File: src/rtl/ram_sp_sr_rw_pkg.sv
// ram_sp_sr_rw_pkg
// Purpose: project defaults for the single-port RAM geometry. A future
//          shared LDPC package may take over these defaults; the RAM itself
//          only ever sees them as parameter values.
// Contents: DEF_DATA_WIDTH, DEF_ADDR_WIDTH, DEF_DEPTH.
package ram_sp_sr_rw_pkg;

    localparam int DEF_DATA_WIDTH = 8;
    localparam int DEF_ADDR_WIDTH = 8;
    localparam int DEF_DEPTH      = 256;

endpackage : ram_sp_sr_rw_pkg

File: src/rtl/ram_sp_sr_rw.sv
// ram_sp_sr_rw
// Purpose: single-port static RAM, synchronous write and registered
//          (1-cycle latency) synchronous read through one address bus.
//          Interface contract: there is no handshake. Every rising edge with
//          cs=1 performs exactly one access (we=1 write, we=0 read); cs=0 is
//          idle. A read's data is on data_out after the edge that sampled it.
// Ports:
//   clk      in   single clock, rising edge
//   rst_n    in   asynchronous active-low reset (clears data_out only)
//   address  in   [ADDR_WIDTH-1:0] word address for read and write
//   data_in  in   [DATA_WIDTH-1:0] write data
//   cs       in   chip select, active high
//   we       in   1 = write, 0 = read
//   data_out out  [DATA_WIDTH-1:0] registered read data
module ram_sp_sr_rw
    import ram_sp_sr_rw_pkg::*;
#(
    parameter int DATA_WIDTH = DEF_DATA_WIDTH,
    parameter int ADDR_WIDTH = DEF_ADDR_WIDTH,
    parameter int DEPTH      = DEF_DEPTH
) (
    input  logic                  clk,
    input  logic                  rst_n,
    input  logic [ADDR_WIDTH-1:0] address,
    input  logic [DATA_WIDTH-1:0] data_in,
    input  logic                  cs,
    input  logic                  we,
    output logic [DATA_WIDTH-1:0] data_out
);

    // Index width actually needed to address DEPTH words.
    localparam int IDX_W = (DEPTH > 1) ? $clog2(DEPTH) : 1;

    logic [DATA_WIDTH-1:0] r_mem [0:DEPTH-1];
    logic [DATA_WIDTH-1:0] r_data_out;

    logic                  w_in_range;
    logic [IDX_W-1:0]      w_index;
    logic                  w_wr;
    logic                  w_rd;

    // Compare in 32 bits so DEPTH == 2**ADDR_WIDTH does not overflow.
    assign w_in_range = ({{(32-ADDR_WIDTH){1'b0}}, address} < 32'(DEPTH));
    // Truncation is safe: the index is only used when w_in_range is true.
    assign w_index    = IDX_W'(address);
    assign w_wr       = cs && we;
    assign w_rd       = cs && !we;

    // Storage has no reset branch so it can map onto block RAM. Writes are
    // held off while reset is asserted; earlier contents survive reset.
    always_ff @(posedge clk) begin
        if (rst_n && w_wr && w_in_range) begin
            r_mem[w_index] <= data_in;
        end
    end

    // Output register: loads only on a read, so writes and idle cycles hold
    // the last read value. Out-of-range reads load zero.
    always_ff @(posedge clk or negedge rst_n) begin
        if (!rst_n) begin
            r_data_out <= '0;
        end else if (w_rd) begin
            r_data_out <= w_in_range ? r_mem[w_index] : '0;
        end
    end

    assign data_out = r_data_out;

endmodule : ram_sp_sr_rw

File: config.mk
export PLATFORM = sky130hd
export DESIGN_NAME = ram_sp_sr_rw
export DESIGN_NICKNAME = d
export VERILOG_FILES = /design/src/rtl/ram_sp_sr_rw_pkg.sv /design/src/rtl/ram_sp_sr_rw.sv
export SDC_FILE = /design/constraint.sdc
export NUM_CORES = 2
export LEC_CHECK = 0
export ABC_AREA = 1
export CAP_MARGIN = 25
export CORE_ASPECT_RATIO = 0.75
export CORE_UTILIZATION = 60
export DETAILED_ROUTE_END_ITERATION = 7
export GPL_TIMING_DRIVEN = 1
export PLACE_DENSITY = 0.76
export SLEW_MARGIN = 10
export SYNTH_ARGS = -nofsm -noshare
export SYNTH_HDL_FRONTEND = slang
export SYNTH_SLANG_ARGS = --single-unit
File: constraint.sdc
create_clock -name clk -period 3.8 [get_ports clk]
set_clock_uncertainty 0.15 [all_clocks]
set_input_delay 0.38 -clock clk [delete_from_list [all_inputs] [get_ports clk]]
set_output_delay 0.38 -clock clk [all_outputs]
set_load 0.01 [all_outputs]
### Word-level counts from Yosys, hierarchy flattened

Memory sizes are Yosys's and may differ from the RTL's. A register that Yosys moved wholly into a read port is not among the register bits.
Cells that the tools add are included.

* input port bits: 20
* memories kept: 1
* bits in writable memories: 2048
* word-level logic and storage cells: 8
* register bits: 0
* output and inout bits: 8

* mux-type cells: 2
* reductions and logical operators: 5

Memory list
* r_mem: words 256, bits a word 8, rd ports 1, clocked after memory_dff 1, wr ports 1, RTL line ram_sp_sr_rw.sv:34 `logic [DATA_WIDTH-1:0] r_mem [0:DEPTH-1];`

Operators with widths (number)
* 1-bit logical AND: 3
* 1-bit logical NOT: 2
* 1-bit two-way mux: 2

### Depth between registers and ports, before layout

* depth after elaboration: 4
* mapped depth: 18
* depth with buffers taken out: 15

### Worst setup path before layout

No wires, ideal clock.

* path type: input -> register
* start: input address[1]
* end: memory r_mem[96][0] in the netlist's numbering (enable)
* path buffers: 4
* stages on the path: 9
* required time: 3.280 ns
* arrival: 2.037 ns
* setup slack: 1.242 ns
* cell sequence: buf_4 -> nor2_4 -> buf_2 -> buf_2 -> inv_1 -> nor2_1 -> nand2_1 -> clkbuf_1 -> nor2_1

RTL lines
* from (decl): RTL line ram_sp_sr_rw.sv:24 `input logic [ADDR_WIDTH-1:0] address,`
* to (decl): RTL line ram_sp_sr_rw.sv:34

No word-level cell before the write port.

### Worst setup path after layout

* start: input rst_n
* end: memory r_mem[225][4] in the netlist's numbering (enable)

* word-level cells in the longest chain between the ends: 3

RTL lines
* from (decl): RTL line ram_sp_sr_rw.sv:23 `input logic rst_n,`
* 1-bit logical AND: RTL line ram_sp_sr_rw.sv:52 `if (rst_n && w_wr && w_in_range) begin`
* 1-bit two-way mux: RTL line ram_sp_sr_rw.sv:52
* 1-bit two-way mux (implied by the code): RTL line ram_sp_sr_rw.sv:53 `r_mem[w_index] <= data_in;`

No other way between the ends.

==> impl_metrics.sql <==
INSERT INTO impl_metrics (metric_group, metric, value, unit) VALUES
('detailed_routing', 'ant_nets', '0', ''),
('global_route', 'grt_usage', '32.53', '%'),
('die', 'die_x', '432.8', 'um'),
('timing', 'timing.final.hold_violations', '0', ''),
('die', 'initial_utilization', '60.49', '%'),
('clock_network', 'clk_latency', '850', 'ps'),
('timing', 'period_utilization', '77.84', '%'),
('global_route', 'grt_pass1_vias', '55270', ''),
('pwr', 'psw', '0.01029', 'W'),
('clock_network', 'cts-resized-gates', '0', ''),
('die', 'placeableCoreArea', '0.1380', 'sq mm'),
('pwr', 'pwr_density_cell', '488.3', 'mW/mm^2'),
('global_route', 'global_route.overflow_total', '0', ''),
('worst_hold_path', 'worst_hold_startpoint', 'data_in[5]', ''),
('synth', 'post_synth.cell_area_avg', '11.03', 'sq um'),
('worst_setup_path', 'timing.critical_path.fanout_max', '19', ''),
('synth', 'synth.top_cells.by_area', 'sky130_fd_sc_hd__edfxtp_1 (74%), sky130_fd_sc_hd__nand2_1 (18%), sky130_fd_sc_hd__nor2_1 (2.7%)', ''),
('pwr', 'switching_share', '22.63', '%'),
('global_route', 'first_pass_grt_wire_length', '339.7', 'mm'),
('clock_network', 'number_of_buffers_inserted_during_clock_tree_synthesis', '183', ''),
('pwr', 'power_leakage', '35.43', 'nW'),
('synth', 'netlist_instances', '7572', ''),
('clock_network', 'sinks_on_clock_net', '2056', ''),
('timing', 'report.final.setup_viol', '0', ''),
('die', 'number_of_top_level_design_ports', '28', ''),
('clock_network', 'cts_tree', 'done', ''),
('timing', 'slew_violations', '0', ''),
('pwr', 'logic_pwr_share', '6.0', '%'),
('synth', 'share_of_the_yosys_chip_area_belonging_to_registers', '73.88', '%'),
('pwr', 'p_clk_share', '39.0', '%'),
('clock_network', 'cts.repair_timing.setup_buffer_count', '0', ''),
('timing', 'max-slew-margin-rel', '31.27', '%'),
('finish', 'final_nets', '7733', ''),
('worst_setup_path', 'crit_path_start_kind', 'input pin', ''),
('finish', 'layout-area-overhead-vs-synth', '11.48', '%'),
('worst_setup_path', 'cp-end-kind', 'flip-flop', ''),
('worst_setup_path', 'worstSetupStartpoint', 'rst_n', ''),
('clock_network', 'cts_htree_levels', '4', ''),
('global_route', 'grt.busiest_layer', 'met2', ''),
('pwr', 'max-vdd-ir-drop', '0.4475', 'mV'),
('detailed_routing', 'drc_errors', '0', ''),
('timing', 'fin_hold_ws', '139.5', 'ps'),
('timing', 'setup-tns-final', '0', 'ps'),
('synth', 'mappedNetlistNets', '7592', ''),
('timing', 'post_layout_minimum_cycle_time', '2958', 'ps'),
('detailed_routing', 'drt_first_pass_iters', '6', ''),
('synth', 'asyncSetResetFlopFracSynth', '0.3891', '%'),
('timing', 'worst_pin_slew', '1031', 'ps'),
('synth', 'yosysWarnings', '0', ''),
('synth', 'synth.ff_latch_count', '2056', ''),
('outcome', 'status', 'completed', ''),
('synth', 'ys_dominant_reg_cell', 'sky130_fd_sc_hd__edfxtp_1', ''),
('detailed_routing', 'drtIter0Drc', '8726', ''),
('detailed_routing', 'route.final.wire_length', '227.7', 'mm'),
('global_route', 'antenna_found_initial', '3', ''),
('detailed_routing', 'number_of_vias_per_cell', '5.914', ''),
('worst_setup_path', 'worstPathRequired', '4110', 'ps'),
('placed_design', 'port_buffers', '27', ''),
('synth', 'synth-edff-count', '2048', ''),
('detailed_routing', 'routed-via-count', '57550', ''),
('synth', 'synth_top_area_share', '73.64', '%'),
('global_route', 'grt_start_max_net_pins', '142', ''),
('placed_design', 'place.detailed.hpwl', '132.6', 'mm'),
('synth', 'synthTopCellsByCount', 'sky130_fd_sc_hd__nand2_1 (4,009), sky130_fd_sc_hd__edfxtp_1 (2,048), sky130_fd_sc_hd__nor2_1 (601), sky130_fd_sc_hd__buf_2 (230), sky130_fd_sc_hd__nand3_1 (129)', ''),
('timing', 'grt_setup_unrepaired', 'false', ''),
('timing', 'fmax', '338.1', 'MHz'),
('finish', 'final_core_utilization', '67.44', '%'),
('pwr', 'power.share.sequential', '55.0', '%'),
('worst_setup_path', 'r2r-start', 'r_mem[44][7]$_DFFE_PP_', ''),
('detailed_routing', 'detail_route.wl_per_cell', '23.40', 'um'),
('finish', 'final-instance-count-excl-fill', '9731', '');
registers in the layout, summed over array words and instances (netlist names):
signal	flops
r_mem	2048
data_out	8
logic make-up after synthesis:
logic type | synth area share [%]
and+or+nand+nor | 22.40
buffers and inverters | 2.330
AOI/OAI and AO/OA | 1.381
DFF | 73.88
layout by cell type (no fill, tap or decap), drive strengths merged:
| master | count |
|---|---|
| buf | 320 |
| o21bai | 1 |
| clkinvlp | 6 |
| a22oi | 4 |
| dlygate4sd3 | 8 |
| o21ai | 116 |
| clkbuf | 240 |
| dfrtp | 8 |
| clkdlybuf4s50 | 17 |
| diode | 10 |
| clkinv | 75 |
| a21oi | 107 |
| nor2 | 604 |
| edfxtp | 2048 |
| bufinv | 7 |
| nand4 | 115 |
| nand2 | 4010 |
| inv | 46 |
| nand3 | 129 |
final timing paths:
check	endpoint	slack (ps)	cells past startpoint
worst max-delay path	r_mem[225][4]$_DFFE_PP_	840	8
worst min-delay path	r_mem[128][5]$_DFFE_PP_	140	1
worst max register to register	data_out[7]$_DFFE_PN0P_	1410	12
worst min register to register	data_out[5]$_DFFE_PN0P_	520	2
max in group asynchronous	data_out[0]$_DFFE_PN0P_	2810	3
min in group asynchronous	data_out[2]$_DFFE_PN0P_	540	3
layer usage:
metal | up-vias | wire length, um
met5 | - | 0
met4 | 0 | 8902
met3 | 583 | 32250
met2 | 4229 | 99940
met1 | 27240 | 86650
li1 | 25500 | -
power by group through the flow:
stage | clock network [W] | registers [W] | logic, W
after global placement | 0 | 0.0255 | 0.00259
after detailed placement | 0 | 0.0255 | 0.00263
final | 0.0177 | 0.0250 | 0.00273
after global routing | 0.0187 | 0.0250 | 0.00292
after CTS | 0.0178 | 0.0250 | 0.00266
after floorplan | 0 | 0.0255 | 0.00134
timing repair:
action,4_1_cts,5_1_grt
hold endpoints to repair,350,0
hold buffers,8,0
setup endpoints to repair,0,0
critical path: stages:
cell	delay [ps]
sky130_fd_sc_hd__dlygate4sd3_1	520
sky130_fd_sc_hd__clkdlybuf4s50_1	710
sky130_fd_sc_hd__nand2_1	90
sky130_fd_sc_hd__nor2_1	120
sky130_fd_sc_hd__buf_4	250
sky130_fd_sc_hd__nand2_1	90
sky130_fd_sc_hd__buf_4	340
sky130_fd_sc_hd__nor2_1	720
per-stage QoR:
step                      instance area, sq um  total power [W]  worst slack (ps)
after floorplan                          83510          0.02681              1242
after global placement                   87360          0.02807             335.1
after detailed placement                 87360          0.02811             299.0
after CTS                                93070          0.04544             926.5
after global routing                     93070          0.04656             814.5
final                                    93090          0.04546             842.2
layout make-up:
type	instances	area, sq um
Clock inverter	94	733.2
Clock buffer	239	4893
Antenna cell	10	25.02
Timing Repair Buffer	346	3347
Fill cell	9648	44950
Inverter	40	183.9
Multi-Input combinational cell	5086	19890
Sequential cell	2056	61700
Tap cell	1860	2327
No activity file was read; power rests on OpenSTA's default activity.
